==> config.mk <==
export PLATFORM = sky130hd
export DESIGN_NAME = exu_longpwbck
export DESIGN_NICKNAME = d
export VERILOG_FILES = /design/src/rtl/exu_longpwbck.sv
export SDC_FILE = /design/constraint.sdc
export NUM_CORES = 1
export LEC_CHECK = 0
export BUFFER_PORTS_ARGS = -buffer_cell sky130_fd_sc_hd__buf_2
export CORE_MARGIN = 2
export CORE_UTILIZATION = 45
export CTS_CLUSTER_DIAMETER = 80
export DETAILED_ROUTE_END_ITERATION = 10
export MAX_ROUTING_LAYER = met4
export PLACE_DENSITY = 0.95
export SYNTH_ARGS = -nofsm -noshare
export SYNTH_HDL_FRONTEND = slang
export SYNTH_SLANG_ARGS = --single-unit
==> constraint.sdc <==
create_clock -name clk -period 3.88 [get_ports clk]
set_input_delay 0.776 -clock clk [delete_from_list [all_inputs] [get_ports clk]]
set_output_delay 0.776 -clock clk [all_outputs]
set_load 0.005 [all_outputs]
==> src/rtl/exu_longpwbck.sv <==
// Long-pipe writeback: in-order OITF tracking LSU/MULDIV results, retiring them to the writeback arbiter.
// Optional LONGP_LSU_ERR_EN: LSU bus errors retire silently and raise a one-cycle excp_o_valid pulse.
`ifndef RFIDX_WIDTH
`define RFIDX_WIDTH 5
`endif
`ifndef XLEN
`define XLEN 32
`endif
`ifndef FLEN
`define FLEN 64
`endif

module exu_longpwbck #(
    parameter int unsigned OITF_DEPTH = 4
) (
    input  logic                    clk,
    input  logic                    rst_n,
    input  logic                    disp_valid,
    output logic                    disp_ready,
    input  logic                    disp_rdwen,
    input  logic [`RFIDX_WIDTH-1:0] disp_rdidx,
    input  logic                    disp_unit,
    input  logic                    lsu_wbck_i_valid,
    output logic                    lsu_wbck_i_ready,
    input  logic [`XLEN-1:0]        lsu_wbck_i_wdat,
    input  logic                    lsu_wbck_i_err,
    input  logic                    muldiv_wbck_i_valid,
    output logic                    muldiv_wbck_i_ready,
    input  logic [`XLEN-1:0]        muldiv_wbck_i_wdat,
    output logic                    longp_wbck_o_valid,
    input  logic                    longp_wbck_o_ready,
    output logic [`FLEN-1:0]        longp_wbck_o_wdat,
    output logic [`RFIDX_WIDTH-1:0] longp_wbck_o_rdidx,
    output logic                    oitf_empty,
    output logic                    oitf_full,
    output logic                    excp_o_valid
);

    localparam int unsigned AW = $clog2(OITF_DEPTH);
    localparam int unsigned CW = AW + 1;
    localparam int unsigned RW = `RFIDX_WIDTH;
    localparam int unsigned XW = `XLEN;
    localparam int unsigned FW = `FLEN;

    logic [OITF_DEPTH-1:0] rdwen_q;
    logic [OITF_DEPTH-1:0] unit_q;
    logic [RW-1:0]         rdidx_q [OITF_DEPTH];

    logic [AW-1:0] wptr_q, wptr_d;
    logic [AW-1:0] rptr_q, rptr_d;
    logic [CW-1:0] cnt_q, cnt_d;

    logic          head_rdwen, head_unit;
    logic          alloc_c, retire_c, lsu_err_c, err_c;
    logic          sel_valid, sel_ready;
    logic [XW-1:0] sel_wdat;

    assign oitf_empty = (cnt_q == '0);
    assign oitf_full  = (cnt_q == CW'(OITF_DEPTH));
    assign disp_ready = ~oitf_full;
    assign alloc_c    = disp_valid & ~oitf_full;

    assign head_rdwen         = rdwen_q[rptr_q];
    assign head_unit          = unit_q[rptr_q];
    assign longp_wbck_o_rdidx = rdidx_q[rptr_q];
    assign longp_wbck_o_wdat  = FW'(sel_wdat);

`ifdef LONGP_LSU_ERR_EN
    assign lsu_err_c = lsu_wbck_i_err;
`else
    logic unused_lsu_err;
    assign unused_lsu_err = lsu_wbck_i_err;
    assign lsu_err_c      = 1'b0;
`endif

    // Only the unit owning the head entry may respond, keeping retirement in program order.
    always_comb begin
        sel_valid           = 1'b0;
        sel_wdat            = '0;
        sel_ready           = 1'b0;
        err_c               = 1'b0;
        longp_wbck_o_valid  = 1'b0;
        lsu_wbck_i_ready    = 1'b0;
        muldiv_wbck_i_ready = 1'b0;
        if (!oitf_empty) begin
            if (head_unit) begin
                sel_valid = muldiv_wbck_i_valid;
                sel_wdat  = muldiv_wbck_i_wdat;
            end else begin
                sel_valid = lsu_wbck_i_valid;
                sel_wdat  = lsu_wbck_i_wdat;
                err_c     = lsu_err_c;
            end
            if (head_rdwen && !err_c) begin
                longp_wbck_o_valid = sel_valid;
                sel_ready          = longp_wbck_o_ready;
            end else begin
                sel_ready = 1'b1;
            end
            lsu_wbck_i_ready    = sel_ready & ~head_unit;
            muldiv_wbck_i_ready = sel_ready & head_unit;
        end
    end

    assign retire_c = sel_valid & sel_ready;

    always_comb begin
        wptr_d = wptr_q;
        rptr_d = rptr_q;
        cnt_d  = cnt_q;
        if (alloc_c)  wptr_d = wptr_q + AW'(1);
        if (retire_c) rptr_d = rptr_q + AW'(1);
        case ({alloc_c, retire_c})
            2'b10:   cnt_d = cnt_q + CW'(1);
            2'b01:   cnt_d = cnt_q - CW'(1);
            default: cnt_d = cnt_q;
        endcase
    end

    always_ff @(posedge clk or negedge rst_n) begin
        if (!rst_n) begin
            wptr_q <= '0;
            rptr_q <= '0;
            cnt_q  <= '0;
        end else begin
            wptr_q <= wptr_d;
            rptr_q <= rptr_d;
            cnt_q  <= cnt_d;
        end
    end

    // Entry payload needs no reset: validity is carried by the count.
    always_ff @(posedge clk) begin
        if (alloc_c) begin
            rdwen_q[wptr_q] <= disp_rdwen;
            unit_q[wptr_q]  <= disp_unit;
            rdidx_q[wptr_q] <= disp_rdidx;
        end
    end

`ifdef LONGP_LSU_ERR_EN
    logic excp_q;

    always_ff @(posedge clk or negedge rst_n) begin
        if (!rst_n) excp_q <= 1'b0;
        else        excp_q <= retire_c & err_c;
    end

    assign excp_o_valid = excp_q;
`else
    assign excp_o_valid = 1'b0;
`endif

endmodule
==> run summary <==
layout cell share with drive strength beyond 1 - 0.4164
global route overflow - 0
number of hold violations in the final report - 0
final period utilization - 0.8643
Filler cells - 396
Nets - 424
post-synth top area share - 0.3773
starting density of the core - 0.4687
drt wl/cell - 13.12 µm
max-cap violations - 0
Area Growth Syn to Fin - 28.35%
relative slew slack - 0.5858
Design Area, Final - 0.002860 mm²
htree depth - 2
post-synthesis sequential area ratio - 0.4559
Area after DPL - 0.002748 mm²
Critical Path Source Type - register
ant diodes - 0
DR vias/cell - 4.659
# DRC - 0
synth unique cells - 27
vias - 1901
Layout Cells excl Fill - 408
Total GRT Usage - 0.1783
CTS tree - built
Worst Path Max Fanout - 12
Cells after Synth - 225
Syn. warnings - 0
final core occ - 0.6016
critical path cell sequence - mux4_2 -> mux2i_4 -> a2111oi_0 -> buf_2
clock transition at the registers of the reported paths - 70 ps
synthesized flop and latch total - 35
Iteration-0 DRC Markers - 38
CTS Hold Bufs - 0
Worst VDD drop - 0.6187 mV
final setup vio count - 0
post-DP HPWL - 4.215 mm
Period minus WS final - 3353 ps
Mapped Area - 0.002228 mm²
Fmax achieved - 298.2 MHz
post-synth top area cell - edfxtp_1
Post-Place Cells - 400
static leakage - 1.418 nW
Max Buffers Root-to-Sink - 2
Port Buffers - 119
final wirelength - 5.354 mm
crit path from - rptr_q[0]
# rows - 25
Area contributors post-synth - edfxtp_1 38%, buf_4 12%, nand2_1 11%
required time worst endpoint - 3100 ps
root buffer cell - clkbuf_8
global-route wire length before repair - 7.010 mm
Sink Count - 35
Worst path max stage delay - 690 ps
crit end category - output port
synthesized area per cell - 9.904 µm²
Post-CTS Setup Bufs - 0
Worst Hold Class - input pin to asynchronous set/reset pin
cts repair resizes - 0
FF-to-FF Start - rptr_q[0]
Horiz. Die Dim - 74.37 µm
I/O Pins - 154
highest-delay cell along the critical path - dfrtp_1
Detailed Routing Iterations Pass 1 - 4
final RePlAce weighted congestion - 0.7066
status - finished clean
clock buffer count from CTS - 5
largest net degree at the start of global routing - 38
Slew Viols, Final - 0
die height - 74.37 µm
P per Cell Area - 734.8 mW/mm²
final worst setup slack - 526.7 ps
initial antenna violation count - 0
number of global-route vias before repair - 1483
DP Worst Slack - 801.0 ps
WS Path Type - register to output port
core area - 0.004755 mm²
Die ar. - 0.005531 mm²
setup TNS - 0 ps
measured slew at the worst slew-check pin - 605.6 ps
Worst-Skew Late Latency - 290 ps
worst clock skew - 3.764 ps
Post-DRT Antenna Nets - 0
Critical Path AT - 2580 ps
RSZ-0062 raised after global routing - no
## synthesized netlist by cell type
cell type / count
nor3_2: 2
fa_1: 1
and2_1: 1
nand2_1: 65
buf_2: 1
dfrtp_1: 7
o21ai_0: 1
ha_1: 5
nor2b_1: 1
nor2_1: 4
o21bai_1: 1
mux2_2: 3
a21o_1: 1
edfxtp_1: 28
mux2i_1: 4
xor2_1: 3
a211oi_4: 1
and3_1: 4
a2111oi_0: 1
mux2i_4: 1
xnor2_1: 3
inv_1: 4
conb_1: 1
buf_4: 35
mux4_2: 6
clkbuf_1: 9
a21oi_1: 32
## state kept, by name, indices dropped and copies added, names as in the netlist
register / flops
rdidx_q: 20
rdwen_q: 4
unit_q: 4
cnt_q: 3
rptr_q: 2
wptr_q: 2
## report_power, final
| group | switching [W] | total, W | internal, W |
|---|---|---|---|
| clock network | 0.000130 | 0.000321 | 0.000191 |
| registers | 0.000106 | 0.000619 | 0.000513 |
| logic | 0.000616 | 0.00116 | 0.000547 |
| total | 0.000851 | 0.00210 | 0.00125 |
## layout make-up
class	instances	area [µm²]	area share
Clock inverter	3	43.79	0.01531
Multi-Input combinational cell	173	1022	0.3574
Clock buffer	5	68.82	0.02406
Sequential cell	35	1016	0.3552
Timing Repair Buffer	121	610.6	0.2135
Tap cell	67	83.83	0.02931
Inverter	4	15.01	0.005249
## layer usage
| metal | share of wire | vias up | track usage |
|---|---|---|---|
| li1 | - | 925 | - |
| met1 | 0.37 | 876 | 0.2000 |
| met2 | 0.55 | 92 | 0.3147 |
| met5 | 0 | - | - |
| met4 | 0.014 | 0 | 0.05952 |
| met3 | 0.065 | 8 | 0.03794 |
## critical path: cells and delay by family (launching register included)
kind                   cells  cell delay (ps)
AOI/OAI and AO/OA          1              500
muxes                      2              860
buffers and inverters      1              230
DFF                        1              690
## path summary, 6_finish.rpt
| path | cells past startpoint | endpoint | slack (ps) |
|---|---|---|---|
| min reg2reg | 1 | cnt_q[2] | 560 |
| max in group asynchronous | 1 | cnt_q[1] | 3420 |
| min | 1 | cnt_q[2] | 310 |
| max reg2reg | 6 | cnt_q[1] | 1060 |
| max | 4 | longp_wbck_o_valid | 530 |
| min in group clk | 1 | cnt_q[2] | 560 |
## per-stage QoR
step | total power [W] | hold slack [ps]
2_1_floorplan | 0.001378 | 480.4
3_3_place_gp | 0.001754 | 533.9
3_5_place_dp | 0.001802 | 540.9
4_1_cts | 0.002125 | 304.6
5_1_grt | 0.002275 | 313.2
6_report | 0.002102 | 307.9
## kinds of logic (layout without fill, tap and decap cells)
group / Yosys count / in the layout / share of synthesized area
AND/OR/NAND/NOR: 77 / 77 / 0.1421
buffers and inverters: 49 / 133 / 0.1420
AO/OA/AOI/OAI: 37 / 37 / 0.09377
flip-flops: 35 / 35 / 0.4559
multiplexers: 14 / 14 / 0.1039
adder cells (fa/ha/maj): 6 / 6 / 0.03706
XOR/XNOR: 6 / 6 / 0.02359
other: 1 / 33 / 0.001683
## cell usage in the layout, fill, tap and decap left out, types with 4 or more instances in the layout
cell type    n
buf_2      119
ha_1         5
conb_1      33
mux2i_1      4
and3_1       4
nor2_1       4
inv_1        4
edfxtp_1    28
a21oi_1     32
mux4_2       6
nand2_1     65
clkbuf_8     5
dfrtp_1      7
Note: power is estimated with default switching activity, not from simulation.
